$ cat config.mk
export PLATFORM = sky130hd
export DESIGN_NAME = uart_tx_frame
export DESIGN_NICKNAME = d
export VERILOG_FILES = /design/src/rtl/uart_pkg.sv /design/src/rtl/uart_bit_timer.sv /design/src/rtl/uart_tx_frame.sv
export SDC_FILE = /design/constraint.sdc
export NUM_CORES = 1
export LEC_CHECK = 0
export ABC_AREA = 1
export CORE_UTILIZATION = 46
export DETAILED_ROUTE_END_ITERATION = 10
export GPL_TIMING_DRIVEN = 0
export HOLD_SLACK_MARGIN = 0.12
export MAX_ROUTING_LAYER = met4
export PLACE_DENSITY = 0.82
export SYNTH_ARGS = -nofsm -noshare
export SYNTH_HDL_FRONTEND = slang
export SYNTH_SLANG_ARGS = --single-unit
$ cat constraint.sdc
create_clock -name clk -period 1.3 [get_ports clk]
set_input_delay 0.26 -clock clk [delete_from_list [all_inputs] [get_ports clk]]
set_output_delay 0.26 -clock clk [all_outputs]
set_load 0.01 [all_outputs]
$ cat src/rtl/uart_pkg.sv
// Shared UART definitions: FSM states, line levels and the parity helper.
// Purely declarative; no latency or backpressure of its own.
// Reused by uart_tx_frame and the future receiver.
package uart_pkg;

  typedef enum logic [2:0] {
    IDLE   = 3'd0,
    START  = 3'd1,
    DATA   = 3'd2,
    PARITY = 3'd3,
    STOP   = 3'd4
  } uart_state_t;

  localparam logic UART_IDLE_LEVEL  = 1'b1;
  localparam logic UART_START_LEVEL = 1'b0;
  localparam logic UART_STOP_LEVEL  = 1'b1;

  // Narrower words are zero-extended by the caller, which leaves the XOR unchanged.
  function automatic logic uart_parity(input logic [8:0] word, input logic odd);
    return (^word) ^ odd;
  endfunction

endpackage

$ cat src/rtl/uart_bit_timer.sv
// Bit-period counter: baud pulses in the last cycle of every CLKS_PER_BIT-cycle period.
// Latency: clr restarts the period on the next cycle; baud is combinational on the count.
// No backpressure: counts whenever en is high, holds when low.
module uart_bit_timer #(
  parameter int CLKS_PER_BIT = 16,
  localparam int CW = (CLKS_PER_BIT > 1) ? $clog2(CLKS_PER_BIT) : 1
) (
  input  logic          clk,
  input  logic          reset,
  input  logic          clr,
  input  logic          en,
  output logic          baud,
  output logic [CW-1:0] count
);

  assign baud = en && (count == CW'(CLKS_PER_BIT - 1));

  always_ff @(posedge clk or negedge reset) begin
    if (!reset) begin
      count <= '0;
    end else if (clr) begin
      count <= '0;
    end else if (en) begin
      count <= baud ? '0 : count + 1'b1;
    end
  end

endmodule

$ cat src/rtl/uart_tx_frame.sv
// UART transmitter: start, DATA_BITS LSB-first, optional parity (UART_TX_PARITY_EN), STOP_BITS stops.
// Latency: tx falls one cycle after the accepting edge; frames can run back to back.
// Backpressure: in_ready only in IDLE and in the last cycle of the last stop bit.
module uart_tx_frame
  import uart_pkg::*;
#(
  parameter int DATA_BITS    = 8,
  parameter int CLKS_PER_BIT = 16,
  parameter int STOP_BITS    = 1,
  parameter int PARITY_ODD   = 0,
  parameter int CNT_W        = $clog2(DATA_BITS + 1)
) (
  input  logic                 clk,
  input  logic                 reset,
  input  logic [DATA_BITS-1:0] data,
  input  logic                 in_valid,
  output logic                 in_ready,
  output logic                 tx,
  output logic                 busy,
  output logic                 baud,
  output logic [CNT_W-1:0]     bit_count,
  output logic                 start
);

  localparam int TW = (CLKS_PER_BIT > 1) ? $clog2(CLKS_PER_BIT) : 1;

  if (DATA_BITS < 5 || DATA_BITS > 9) begin : g_bad_data_bits
    $error("uart_tx_frame: DATA_BITS must be 5..9");
  end
  if (CLKS_PER_BIT < 2) begin : g_bad_clks_per_bit
    $error("uart_tx_frame: CLKS_PER_BIT must be >= 2");
  end
  if (STOP_BITS < 1 || STOP_BITS > 2) begin : g_bad_stop_bits
    $error("uart_tx_frame: STOP_BITS must be 1 or 2");
  end
  if (PARITY_ODD < 0 || PARITY_ODD > 1) begin : g_bad_parity_odd
    $error("uart_tx_frame: PARITY_ODD must be 0 or 1");
  end

  uart_state_t          state, next_state;
  logic [DATA_BITS-1:0] shreg;
  logic                 stop_cnt;
  logic                 active;
  logic                 accept;
  logic                 last_stop;
  logic                 last_data;
  logic [TW-1:0]        tick;
`ifdef UART_TX_PARITY_EN
  logic                 par_bit;
`endif

  assign active    = (state != IDLE);
  assign accept    = in_valid && in_ready;
  assign last_stop = (stop_cnt == 1'(STOP_BITS - 1));
  assign last_data = (bit_count == CNT_W'(DATA_BITS - 1));

  uart_bit_timer #(.CLKS_PER_BIT(CLKS_PER_BIT)) u_bit_timer (
    .clk   (clk),
    .reset (reset),
    .clr   (accept),
    .en    (active),
    .baud  (baud),
    .count (tick)
  );

  always_ff @(posedge clk or negedge reset) begin
    if (!reset) begin
      state <= IDLE;
    end else begin
      state <= next_state;
    end
  end

  always_comb begin
    next_state = state;
    case (state)
      IDLE:   if (accept) next_state = START;
      START:  if (baud) next_state = DATA;
`ifdef UART_TX_PARITY_EN
      DATA:   if (baud && last_data) next_state = PARITY;
`else
      DATA:   if (baud && last_data) next_state = STOP;
`endif
      PARITY: if (baud) next_state = STOP;
      STOP:   if (baud && last_stop) next_state = accept ? START : IDLE;
      default: next_state = IDLE;
    endcase
  end

  always_comb begin
    tx       = UART_IDLE_LEVEL;
    busy     = active;
    start    = 1'b0;
    in_ready = (state == IDLE) || ((state == STOP) && baud && last_stop);
    case (state)
      START: begin
        tx    = UART_START_LEVEL;
        start = (tick == '0);
      end
      DATA:   tx = shreg[0];
`ifdef UART_TX_PARITY_EN
      PARITY: tx = par_bit;
`endif
      STOP:   tx = UART_STOP_LEVEL;
      default: tx = UART_IDLE_LEVEL;
    endcase
  end

  // bit_count doubles as the data-bit index and holds DATA_BITS until the frame ends.
  always_ff @(posedge clk or negedge reset) begin
    if (!reset) begin
      shreg     <= '0;
      bit_count <= '0;
      stop_cnt  <= 1'b0;
`ifdef UART_TX_PARITY_EN
      par_bit   <= 1'b0;
`endif
    end else if (accept) begin
      shreg     <= data;
      bit_count <= '0;
      stop_cnt  <= 1'b0;
`ifdef UART_TX_PARITY_EN
      par_bit   <= uart_parity(9'(data), PARITY_ODD != 0);
`endif
    end else if (baud) begin
      case (state)
        DATA: begin
          shreg     <= shreg >> 1;
          bit_count <= bit_count + 1'b1;
        end
        STOP: begin
          if (last_stop) bit_count <= '0;
          else           stop_cnt  <= stop_cnt + 1'b1;
        end
        default: ;
      endcase
    end
  end

endmodule

# == After elaboration in Yosys (flattened, before gate mapping) ==
# Index checks and enable logic that the tools add are counted.
# word_totals
elab_cells,63
output_inout_bits,9
register_bits,20
# classes
bitwise,1
n_mux,23
n_reduce_logical,19
n_eq_ne,12
addsub,3
# op_table
op,count
$mux 4,6
$mux 8,3
$mux 3,5
$pmux 3 s5,1
$ne 2x2->1 const B,5
$add 4x1->4 const B,2
$pmux 4 s2,1
$reduce_bool 2->1,4
$eq 3x2->1 const B,2
$logic_and 1x1->1,6
$mux 1,6
$reduce_bool 3->1,2
$reduce_and 5->1,1
$eq 4x3->1 const B,1
$eq 4x4->1 const B,1
$logic_not 4->1,1
$reduce_and 2->1,2
$eq 3x1->1 const B,1
$eq 3x3->1 const B,1
$logic_not 3->1,1
$ne 3x3->1 const B,1
$reduce_and 3->1,1
$pmux 1 s2,1
$add 1x1->1 const B,1
2 further kinds,2

# == Longest topological paths before layout ==
# Gate-level depths: netlist (run 1).
# depth
depth_word,9
ltp_mapped,10
mapped_depth_nobuf,10

# == By module ==
# Synthesis (run 1) repeated with hierarchy kept, for this count alone.
# hier_totals
hier_cells,138
area_unflattened_um2,1111.1
# modules_own_cells
mod,cells_per_inst,area_per_inst_um2,instances
uart_tx_frame,108,879.6,1
uart_bit_timer,30,231.5,1

# == Least setup slack after synthesis (run 1) ==
# Ideal clock, no wire load.
# synth_path
path_kind,register to register
startpoint,register u_bit_timer.count[0]
endpoint,register shreg[0]
setup_slack_ps,7
arrival_ps,1176
stages_incl_launch_ff,10
required_time_ps,1182
setup_ps,118
path_buffers,1
cell_sequence,dfrtp_1 -> ha_1 -> nand3_2 -> inv_1 -> nand2_1 -> buf_6 -> nand2_1 -> nand3_1 -> o21ai_1 -> inv_1
# synth_between
elab_chain_len,8
word_cells_on_any_way,10
classes_between,eq/ne: 1; mux: 1; reduce/logical: 8
# synth_rtl
element,line,text
start: declaration,uart_bit_timer.sv:13,output logic [CW-1:0] count
start signal: assignment,uart_bit_timer.sv:24,count <= baud ? '0 : count + 1'b1;
$eq 4x4->1 *,uart_bit_timer.sv:16,assign baud = en && (count == CW'(CLKS_PER_BIT - 1));
$logic_and 1x1->1 *,uart_bit_timer.sv:16,
$logic_and 1x1->1 (2 in series),uart_tx_frame.sv:94,in_ready = (state == IDLE) || ((state == STOP) && baud && last_stop);
$logic_or 1x1->1,uart_tx_frame.sv:94,
$logic_and 1x1->1,uart_tx_frame.sv:53,assign accept = in_valid && in_ready;
$reduce_bool 2->1 (no source line),n/a,
$reduce_and 2->1 (no source line),n/a,
end signal: assignment,uart_tx_frame.sv:119,shreg <= data;
end signal: assignment,uart_tx_frame.sv:128,shreg <= shreg >> 1;
end: declaration,uart_tx_frame.sv:41,logic [DATA_BITS-1:0] shreg;
# Mark *: on every way between the ends. The rest lies on a longest branch, timed or not.
# A chain may end at the register's enable or synchronous reset.

# == Worst setup path in the final report (run 1) ==
# layout_path
startpoint,register u_bit_timer.count[0]
endpoint,output port baud
# layout_between
elab_chain_len,2
# layout_rtl
element,line,text
$eq 4x4->1,uart_bit_timer.sv:16,
$logic_and 1x1->1,uart_bit_timer.sv:16,
end: declaration,uart_tx_frame.sv:20,"output logic baud,"
# Every way passes these cells.

==> results.cfg, run 1 <==
[drt]
avgViaCountPerCell = 5.86
post_drt_wl_per_cell_um = 18.9
drt_iter0_drc = 67
wirelength_um = 4300
drc = 0
vias = 1336
first_pass_iters = 4
ant_nets = 0

[sta]
max_freq_ghz = 0.591
min_period_ps = 1690
setup_viol = 24
worst_slew_pin_slew_ps = 909
drv_slew = 0
finalHoldViolCount = 0
rsz0062_at_grt = yes
fin_skew_ps = 10.1
final.setup.worst_slack_ps = -391
period_share_pct = 130
relSlewSlack_pct = 39.2

[setup_path]
crit_fanout = 2
cpMaxStageDelayCell = dfrtp_1
arrival_ps = 1430
cp-end-kind = output port
crit_chain = ha_4, nand3_4, inv_4, buf_4, nand2_4, inv_1, buf_2
worstSetupStartpointType = flop
path_delay_family = flip-flops
max_stage_delay_ps = 440
crit_required_ps = 1040
crit_buf_inv = 4
crit_type = reg2out

[yosys]
synth_top_family_by_area = simple AND/OR/NAND/NOR gates
synthTopCellsByArea = dfrtp_1 43%, nand2_1 14%, nand3_1 11%, inv_1 6.5%, nor2_1 4.1%
synth_area_per_cell_um2 = 7.44
synth_ff_type = dfrtp_1
synth_adder_area_share_pct = 3.43
synth_common_cells = 42 x nand2_1, 24 x nand3_1, 19 x dfrtp_1, 19 x inv_1, 12 x nor2_1
synth_cell_types = 20
synth_cells = 147
synth_mux_area_share_pct = 0
synth_top_area_share_pct = 43.5
synthArstFlopShare_pct = 100
synth.most_common_cell = nand2_1
netlist_area_um2 = 1090
synth_top_cell_by_area = dfrtp_1
yosysSeqAreaShare_pct = 43.5
ys_ff_latch = 19
syn_nets = 161
synth_warnings = 0
synth_compound_area_share_pct = 4.58
synth-edff-count = 0
synth-simple-area-share_pct = 38.7
synth_xor_area_share_pct = 0.801

[clock_network]
cts_root_buf = clkbuf_4
clock_path_buffers = 2
numCtsBuffers = 3
cts_tree = done
cts.htree.levels = 1
path_clk_slew_ps = 120
holdBufCountCts = 0
clk_latency_ps = 310
cts.sinks = 19

[grt]
grt_max_degree = 20
grt_pass1_wl_um = 6400
met1_usage_pct = 44.0
grt_usage_pct = 35.6
antenna_found_initial = 0
grt_use_met2_pct = 56.7
top_usage_layer = met2
use_met3_pct = 3.33
grt_pass1_vias = 1316
grt.overflow.total = 0

[die]
die_x_um = 50.8
dieArea_um2 = 2580
io_pins = 20
core-area_um2 = 2230
rows = 17
initial_utilization_pct = 49.0
die-height_um = 50.8

[status]
run_status = complete, but fails checks
violations = negative setup slack

[pwr]
ir_drop_mv = 1.54
p_per_area_nw_per_um2 = 2140
power_leakage_nw = 0.958

[worst_hold_path]
holdCritPathClass = in2reg

[job]
cap_violations = 0

[final_layout]
final_core_util_pct = 83.4
syn2layout_area_growth_pct = 70.4
final_area_um2 = 1860
drive_above_1_share_pct = 46.0
diodes = 0
fillers = 114
nets = 215

[placement]
hpwl_um = 1820
gp_congestion = 0.861
portBuffers = 18
placed_area_um2 = 1310
-- per-layer routing --
metal  share of wire [%]  up-vias
met2                  50       95
li1                    -      576
met5                   0        -
met1                  39      643
met4                 4.1        0
met3                 6.5       22
-- worst register-to-register path, cell delays in order (launching register included) --
cell,delay (ps)
dfrtp_1,420
ha_4,180
nand3_4,90
buf_4,150
buf_4,140
nand2_4,70
nand3_4,130
buf_6,190
nand3_1,80
nand3_1,90
-- repair_timing --
item / in CTS / in global routing
resized for setup: 72 / 40
cloned: 2 / 0
setup endpoints to repair: 28 / 25
setup buffers: 25 / 6
pin swaps: 18 / 15
-- flip-flops by register name, summed over array words and instances (netlist names) --
name               count
shreg                  8
bit_count              4
state                  3
u_bit_timer.count      4
-- report_power, final --
group / switching, mW / leakage [nW] / internal [mW]
Sequential: 0.287 / 0.237 / 0.828
Clock: 0.201 / 0.0150 / 0.120
Combinational: 1.41 / 0.706 / 1.14
-- logic make-up after synthesis --
logic type,Yosys count
adder cells (fa/ha/maj),3
flip-flops,19
AO/OA/AOI/OAI,10
buffers and inverters,23
XOR/XNOR,1
AND/OR/NAND/NOR,91
-- layout by cell type (no fill, tap or decap) --
cell	synthesis	routed
nand2_1	42	25
buf_4	1	19
dfrtp_1	19	17
inv_1	19	16
nand3_1	24	16
buf_6	1	16
nand2_4	0	10
clkdlybuf4s50_1	0	9
nor2_1	12	8
nand2_2	1	8
nand3_2	3	7
nor2_4	2	5
nand3_4	0	4
buf_2	1	4
nand4_1	4	4
dlygate4sd2_1	0	4
inv_4	0	3
o21ai_1	1	3
clkbuf_4	0	3
a21oi_1	4	2
o21ai_2	0	2
a21oi_2	0	2
ha_4	0	2
dfrtp_2	0	2
nor3_2	0	1
inv_2	1	1
nor2_2	0	1
xor2_4	0	1
o21ai_0	5	1
and3_1	1	1
nor3_1	2	1
ha_2	0	1
clkbuf_1	0	1
-- stage by stage --
stage               hold WS (ps)  instances  total power [mW]  TNS (ps)  setup WS (ps)
floorplan                  -35.6        147              1.86         0           6.84
global placement             474        193              2.23     -4050           -585
detailed placement           496        193              2.31     -5100           -622
CTS                          300        223              3.27     -5310           -327
global route                 335        228              4.16     -7750           -422
finish                       292        228              3.99     -6820           -391
-- worst paths after layout --
kind	startpoint	end	slack, ps	cells past startpoint
worst min register to register	shreg[3]	shreg[2]	540	2
worst max register to register	u_bit_timer.count[0]	shreg[6]	-350	9
worst min-delay path	in_valid	shreg[7]	290	3
max in group asynchronous	reset	state[2]	230	1
min in group asynchronous	reset	state[1]	450	1
worst max-delay path	u_bit_timer.count[0]	baud	-390	7
-- final cells by class --
cell class | instances | area [µm²] | area share, %
clock buffer | 4 | 26.3 | 1.41
multi-input combinational | 105 | 773 | 41.5
inverter | 20 | 82.6 | 4.43
sequential | 19 | 478 | 25.7
buffer | 3 | 27.5 | 1.48
tap | 28 | 35.0 | 1.88
timing repair buffer | 49 | 440 | 23.6
No activity file was read; power rests on OpenSTA's default activity.
==> inputs of run 2 (changes only) <==
--- a/config.mk
+++ b/config.mk
@@ -12,6 +12,7 @@
 export HOLD_SLACK_MARGIN = 0.12
 export MAX_ROUTING_LAYER = met4
 export PLACE_DENSITY = 0.82
+export SKIP_CTS_REPAIR_TIMING = 1
 export SYNTH_ARGS = -nofsm -noshare
 export SYNTH_HDL_FRONTEND = slang
 export SYNTH_SLANG_ARGS = --single-unit
==> results.cfg, run 2 (synthesis results as in run 1) <==
[sta]
drv_slew = 0
finalHoldViolCount = 0
relSlewSlack_pct = 43.4
worst_slew_pin_slew_ps = 846
holdWs_ps = 299
final.setup.worst_slack_ps = -394
rsz0062_at_grt = yes
setup_viol = 24
max_freq_ghz = 0.590
period_share_pct = 130
fin_tns_setup_ps = -4910
min_period_ps = 1690
fin_skew_ps = 1.73

[die]
rows = 17
initial_utilization_pct = 49.0
core-area_um2 = 2230
die_x_um = 50.8
die-height_um = 50.8
dieArea_um2 = 2580
io_pins = 20

[final_layout]
final_common_cell = nand2_1
reg.largest.list = shreg: 8 flops, bit_count: 4 flops, u_bit_timer.count: 4 flops
diodes = 0
final_area_um2 = 1650
syn2layout_area_growth_pct = 51.3
nets = 202
drive_above_1_share_pct = 32.6
largest_reg_flops = 8
top_register = shreg
final_cell_mix = 34 x nand2_1, 20 x nand3_1, 17 x inv_1
final_core_util_pct = 74.1

[setup_path]
worstSetupStartpointType = flop
crit_required_ps = 1040
crit_buf_inv = 3
cp-end-kind = output port
max_stage_delay_ps = 420
reg2reg_depth = 9
path_delay_family = flip-flops
worstSetupPathDepth = 7
cpMaxStageDelayCell = dfrtp_1
crit_type = reg2out
crit_chain = ha_4, nand3_4, inv_2, buf_6, nand2_4, nand2_4, buf_6
crit_fanout = 4
arrival_ps = 1430

[status]
run_status = complete, but fails checks
violations = negative setup slack

[drt]
first_pass_iters = 4
ant_nets = 0
avgViaCountPerCell = 5.52
vias = 1186
drt_iter0_drc = 52
post_drt_wl_per_cell_um = 14.9
wirelength_um = 3210
drc = 0

[clock_network]
cts.sinks = 19
cts_root_buf = clkbuf_4
cts.htree.levels = 1
numCtsBuffers = 3
path_clk_slew_ps = 100
clock_path_buffers = 2
cts_tree = done
clk_latency_ps = 290

[pwr]
p_per_area_nw_per_um2 = 1980
ir_drop_mv = 1.42
power_leakage_nw = 0.931
total_power_mw = 3.28

[placement]
placed_area_um2 = 1310
hpwl_um = 1820
portBuffers = 18
gp_congestion = 0.861

[grt]
grt_usage_pct = 21.9
grt_pass1_wl_um = 4150
antenna_found_initial = 0
grt_pass1_vias = 965
grt_max_degree = 20
grt.overflow.total = 0

[worst_hold_path]
hold_depth = 3
holdCritPathClass = in2reg

[job]
cap_violations = 0
==> run 2: cell types whose count changed in the layout (fill, tap and decap cells not counted), moves of 4 or more <==
cell / change
dlygate4sd2_1: -4
nand2_1: +9
nand3_1: +4
nand2_4: -6
buf_6: -7
buf_4: -8
dlymetal6s2s_1: +6
==> run 2: metrics by stage <==
stage,instances,setup slack [ps]
floorplan,147,6.84
global placement,193,-585
detailed placement,193,-622
CTS,197,-957
global route,215,-457
finish,215,-394
==> run 2: path summary, 6_finish.rpt <==
check	startpoint	to	slack, ps
max	u_bit_timer.count[1]	in_ready	-390
min	in_valid	shreg[7]	300
max reg2reg	u_bit_timer.count[1]	bit_count[3]	-250
min reg2reg	shreg[3]	shreg[2]	520
max in group asynchronous	reset	state[1]	280
min in group asynchronous	reset	bit_count[1]	450
==> run 2: area by class of cell <==
cell class	count	area [µm²]
fillers	150	579
well taps	28	35.0
repair buffers	36	357
inverters	20	80.1
multi-input cells	105	647
clock buffers	4	26.3
plain buffers	3	27.5
flip-flops and latches	19	482
==> run 2: where the power goes <==
| group | switching [mW] | internal (mW) | leakage [nW] |
|---|---|---|---|
| Clock | 0.171 | 0.119 | 0.0150 |
| Combinational | 1.06 | 0.864 | 0.684 |
| Sequential | 0.239 | 0.831 | 0.232 |
| Total | 1.46 | 1.81 | 0.931 |
==> run 2: tightest hold or removal path, delay by kind of cell <==
family | cells | cell delay [ps]
buf+inv | 1 | 170
simple gates | 2 | 130
==> run 2: per-layer routing <==
| metal | track usage [%] | wire length, µm |
|---|---|---|
| met5 | - | 0 |
| met4 | 7.87 | 51 |
| met3 | 2.42 | 197 |
| met2 | 38.0 | 1740 |
| met1 | 26.3 | 1220 |
